### config.mk
export PLATFORM = sky130hd
export DESIGN_NAME = arq_gbn_tx
export DESIGN_NICKNAME = d
export VERILOG_FILES = /design/src/rtl/arq_gbn_tx.sv
export SDC_FILE = /design/constraint.sdc
export NUM_CORES = 1
export LEC_CHECK = 0
export BUFFER_PORTS_ARGS = -buffer_cell sky130_fd_sc_hd__buf_4
export CAP_MARGIN = 20
export CORE_ASPECT_RATIO = 1.4
export CORE_MARGIN = 8
export CORE_UTILIZATION = 25
export CTS_CLUSTER_SIZE = 12
export DETAILED_ROUTE_END_ITERATION = 12
export SYNTH_ARGS = -nofsm -noshare
export SYNTH_HDL_FRONTEND = slang
export SYNTH_SLANG_ARGS = --single-unit
### constraint.sdc
create_clock -name clk -period 5 [get_ports clk]
set_clock_uncertainty 0.1 [all_clocks]
set_input_delay 1 -clock clk [delete_from_list [all_inputs] [get_ports clk]]
set_output_delay 1 -clock clk [all_outputs]
set_load 0.01 [all_outputs]
### src/rtl/arq_gbn_tx.sv
// Go-back-N ARQ transmitter: sequence-numbered retransmit buffer, cumulative acks,
// timeout-driven go-back and a sticky failure state after MAX_RETRY go-backs.
module arq_gbn_tx #(
  parameter int DATA_W    = 8,
  parameter int SEQ_W     = 3,
  parameter int WINDOW    = 4,
  parameter int TIMEOUT   = 16,
  parameter int MAX_RETRY = 3
) (
  input  logic                                 clk,
  input  logic                                 rst,
  input  logic [DATA_W-1:0]                    in_data,
  input  logic                                 in_valid,
  output logic                                 in_ready,
  output logic [DATA_W-1:0]                    tx_data,
  output logic [SEQ_W-1:0]                     tx_seq,
  output logic                                 tx_valid,
  input  logic                                 tx_ready,
  input  logic                                 ack_valid,
  input  logic [SEQ_W-1:0]                     ack_seq,
  output logic [SEQ_W-1:0]                     outstanding,
  output logic [$clog2(MAX_RETRY+1)-1:0]       retry_cnt,
  output logic                                 fail
);

  localparam int RW    = $clog2(MAX_RETRY + 1);
  localparam int TW    = $clog2(TIMEOUT + 1);
  localparam int DEPTH = 1 << SEQ_W;

  localparam logic [SEQ_W-1:0] WIN  = SEQ_W'(WINDOW);
  localparam logic [TW-1:0]    TMO  = TW'(TIMEOUT);
  localparam logic [RW-1:0]    MAXR = RW'(MAX_RETRY);

  typedef enum logic [1:0] {IDLE, SEND, WAIT, FAILED} state_t;

  state_t            state;
  logic [SEQ_W-1:0]  base_ptr, next_ptr, hi_ptr, tail_ptr;
  logic [TW-1:0]     timer;
  logic [RW-1:0]     retry;
  logic [DATA_W-1:0] mem [DEPTH];

  logic              wr, hs, stalled, expired, ack_ok, fail_now;
  logic [SEQ_W-1:0]  fill, fly, ack_off, new_base, next_inc, next_hs, hi_hs;
  logic [SEQ_W-1:0]  n_base, n_next, n_hi, n_tail;
  logic [TW-1:0]     n_timer;
  logic [RW-1:0]     n_retry;

  assign fill        = tail_ptr - base_ptr;
  assign fly         = hi_ptr - base_ptr;
  assign in_ready    = (state != FAILED) && (fill < WIN);
  assign tx_valid    = (state == SEND);
  assign tx_seq      = next_ptr;
  // Buffer is never reset, so mask the read while nothing is offered.
  assign tx_data     = tx_valid ? mem[next_ptr] : '0;
  assign outstanding = fly;
  assign retry_cnt   = retry;
  assign fail        = (state == FAILED);

  assign wr       = in_valid && in_ready;
  assign hs       = tx_valid && tx_ready;
  assign stalled  = tx_valid && !tx_ready;
  assign expired  = (timer == TMO);
  assign ack_off  = ack_seq - base_ptr;
  assign ack_ok   = ack_valid && (state != FAILED) && (ack_off < fly);
  assign new_base = ack_seq + 1'b1;
  assign next_inc = next_ptr + 1'b1;
  assign next_hs  = hs ? next_inc : next_ptr;
  // Offsets from base never exceed WINDOW, so base-relative compares cannot wrap.
  assign hi_hs    = (hs && ((next_inc - base_ptr) > fly)) ? next_inc : hi_ptr;

  always_comb begin
    n_base   = base_ptr;
    n_next   = next_hs;
    n_hi     = hi_hs;
    n_tail   = wr ? tail_ptr + 1'b1 : tail_ptr;
    n_timer  = timer;
    n_retry  = retry;
    fail_now = 1'b0;
    if (state == FAILED) begin
      n_next   = next_ptr;
      n_hi     = hi_ptr;
      n_tail   = tail_ptr;
      fail_now = 1'b1;
    end else if (ack_ok) begin
      n_base  = new_base;
      if ((next_hs - base_ptr) < (new_base - base_ptr))
        n_next = new_base;
      n_timer = '0;
      n_retry = '0;
    end else if (expired) begin
      // A go-back waits for a stalled frame to complete; the timer holds meanwhile.
      if (retry == MAXR) begin
        fail_now = 1'b1;
      end else if (!stalled) begin
        n_next  = base_ptr;
        n_timer = '0;
        n_retry = retry + 1'b1;
      end
    end else if (hi_ptr != base_ptr) begin
      n_timer = timer + 1'b1;
    end else begin
      n_timer = '0;
    end
  end

  always_ff @(posedge clk or posedge rst) begin
    if (rst) begin
      state    <= IDLE;
      base_ptr <= '0;
      next_ptr <= '0;
      hi_ptr   <= '0;
      tail_ptr <= '0;
      timer    <= '0;
      retry    <= '0;
    end else begin
      base_ptr <= n_base;
      next_ptr <= n_next;
      hi_ptr   <= n_hi;
      tail_ptr <= n_tail;
      timer    <= n_timer;
      retry    <= n_retry;
      if (fail_now)
        state <= FAILED;
      else if (n_next != n_tail)
        state <= SEND;
      else if (n_hi != n_base)
        state <= WAIT;
      else
        state <= IDLE;
    end
  end

  always_ff @(posedge clk) begin
    if (wr)
      mem[tail_ptr] <= in_data;
  end

endmodule

==> impl_metrics.tcl <==
set metrics [dict create \
    status "complete, no violations" \
    synth-main-ff-cell "edfxtp_1" \
    r2r_end "state[0]$_DFF_PP0_" \
    synth_seq_area_share_pct 55.9 \
    dr.first_iter.drc_count 173 \
    layout_min_cycle_time_ns 4.05 \
    overflow 0 \
    wirelength_mm 9.39 \
    gp_congestion 0.818 \
    final_cell_mix "edfxtp_1, buf_4, nor2_1" \
    dpl.hpwl_mm 6.80 \
    core_area_mm2 0.0173 \
    hold_violations 0 \
    cp_slowest_stage_delay_ns 0.41 \
    drtAntennaViolNets 0 \
    wl_per_cell_um 16.1 \
    hp-class "register to register" \
    r2r_start "tx_seq[0]$_DFF_PP0_" \
    post_cts_buffers 0 \
    grt_max_degree 22 \
    rr_worst_depth 14 \
    clkTransAtPathRegs_ns 0.06 \
    dpl_cell_area_mm2 0.00488 \
    critPathKind "input port to register" \
    synth_cell_types 51 \
    finalSetupViolations 0 \
    cts_buffer_depth 2 \
    cts_root_buffer "clkbuf_16" \
    worstSetupEndpoint "state[0]$_DFF_PP0_" \
    power_w 0.00370 \
    cts_made_buffers 9 \
    top_level_ports 35 \
    fmax_mhz 247 \
    port_buffers 34 \
    cts_tree "yes" \
    layout.nets 384 \
    crit_top_cell "xnor2_1" \
    critPathLaunchType "input port" \
    required_ns 5.11 \
    maxCapViolCount 0 \
    dp.cells 568 \
    grt_pass1_wl_mm 15.3 \
    tightest_slew_ns 0.962 \
    final_cells 583 \
    syn_area_mm2 0.00438 \
    slew_headroom_pct 35.6 \
    p_per_area_mw_per_mm2 717 \
    synth_nets 349 \
    route.detailed.drc 0 \
    gr-usage-all-layers_pct 8.99 \
    htree_levels 3 \
    synth.ff_latch_count 85 \
    die_x_um 128 \
    netlist_instances 308 \
    row_count 57 \
    areaGrowthSynthToFinish_pct 18.0 \
    crit_chain "buf_4, nand3b_4, xnor2_1, ha_1, fa_1, xnor2_1, xnor2_1, ha_1, nand2_1, o21ai_2, mux2_2, o21ai_0, a2bb2oi_2, xor2_1, or3_1" \
    num_vias 2587 \
    finalMaxSlewViolations 0 \
    clk_latency_ns 0.33 \
    crit_path_start "tx_ready" \
    drive_gt1_share_pct 23.9 \
    worst_setup_path_end_kind "register" \
    rsz0062_at_grt "no" \
    die_area_mm2 0.0221 \
    antenna_found_initial 0 \
    hold_buffers 0 \
    diodes 0 \
    cp_max_fo 4 \
    fin_setup_tns_ns 0 \
    irDropWorstVdd_mv 0.264 \
    arrival_ns 4.16 \
    ys_async_sr_fraction_pct 24.7 \
    synth_area_per_cell_um2 14.2 \
    initial_core_util_pct 25.4 \
    finalCritPeriodShare_pct 81.0 \
    synth_edf_count 64 \
    cts_resized 0 \
    p_leak_nw 1.95 \
    ys_warn_count 0 \
    fin_util_pct 29.9 \
    cts.sinks 85 \
    final_cell_area_mm2 0.00516 \
    crit_slowest_cell "fa_1" \
    detail_route.vias_per_cell 4.44 \
    mostFrequentLayoutCell "edfxtp_1" \
    dr.pass1.iters 4 \
    die_h_um 173 \
    r2r_slack_ns 1.22 \
    grt_pass1_vias 2762 \
]
## per-layer routing
| metal | global-route usage [%] | vias up | share of wire [%] |
|---|---|---|---|
| li1 | - | 1214 | - |
| met1 | 10.6 | 1309 | 43 |
| met2 | 14.7 | 46 | 50 |
| met3 | 1.85 | 18 | 3.2 |
| met4 | 5.27 | 0 | 3.2 |
| met5 | 0 | - | 0 |
## how the worst min path moves through the flow
stage                                    start                   end  slack (ns)  depth (start not counted)
final                     timer[4]$_DFFE_PP0P_  timer[4]$_DFFE_PP0P_        0.41                          1
after global routing      timer[4]$_DFFE_PP0P_  timer[4]$_DFFE_PP0P_        0.43                          1
after CTS                 timer[4]$_DFFE_PP0P_  timer[4]$_DFFE_PP0P_        0.42                          1
after detailed placement  timer[4]$_DFFE_PP0P_  timer[4]$_DFFE_PP0P_        0.41                          1
after global placement    timer[4]$_DFFE_PP0P_  timer[4]$_DFFE_PP0P_        0.39                          1
after floorplan           timer[4]$_DFFE_PP0P_  timer[4]$_DFFE_PP0P_        0.37                          1
## through the flow
step                      setup WS (ns)  hold WS [ns]
after detailed placement          0.611         0.406
after floorplan                   0.996         0.369
after global placement            0.721         0.393
after CTS                         0.972         0.417
final                             0.951         0.415
after global routing              0.744         0.432
## flip-flops by register name (all words and copies together) (netlist names)
name and cells:
mem 64, timer 5, base_ptr 3, hi_ptr 3, tail_ptr 3, tx_seq 3, retry_cnt 2, state 2
## cell usage after synthesis (all sizes together) (6+ instances only)
cell	n	area share, %
buf	10	1.4
dfrtp	21	12
edfxtp	64	44
ha	20	5.7
inv	22	1.9
mux2	6	1.5
mux2i	15	3.7
mux4	16	8.2
nand2	13	1.1
nor2	23	2.0
o21ai	12	1.5
o31ai	7	1.2
xnor2	16	3.2
xor2	8	1.6
## cell families after synthesis
kind of cell	after synthesis	synth area share, %
AOI/OAI and AO/OA	37	6.43
xor gates and xnor gates	24	4.80
adders and majority gates	25	8.01
buffers and inverters	35	3.57
DFF	85	55.9
muxes	37	13.5
and+or+nand+nor	65	7.75
## area by class of cell
class | count | area (um2)
inverters | 23 | 86.3
well taps | 236 | 295
flip-flops and latches | 85 | 2450
multi-input cells | 188 | 1780
clock buffers | 10 | 229
fillers | 1802 | 12100
repair buffers | 36 | 270
clock inverters | 5 | 52.6
## report_power, final
| group | switching, W | internal [W] | total, W |
|---|---|---|---|
| Clock | 0.000250 | 0.000380 | 0.000630 |
| Combinational | 0.00109 | 0.000944 | 0.00204 |
| Sequential | 0.000153 | 0.000883 | 0.00104 |
## critical path, delay by kind of cell
kind	cells	cell delay, ns
adders and majority gates	3	0.93
AOI/OAI and AO/OA	3	0.61
xor gates and xnor gates	4	0.57
and+or+nand+nor	3	0.56
muxes	1	0.36
buffers and inverters	1	0.12
No activity file was read; power rests on OpenSTA's default activity.
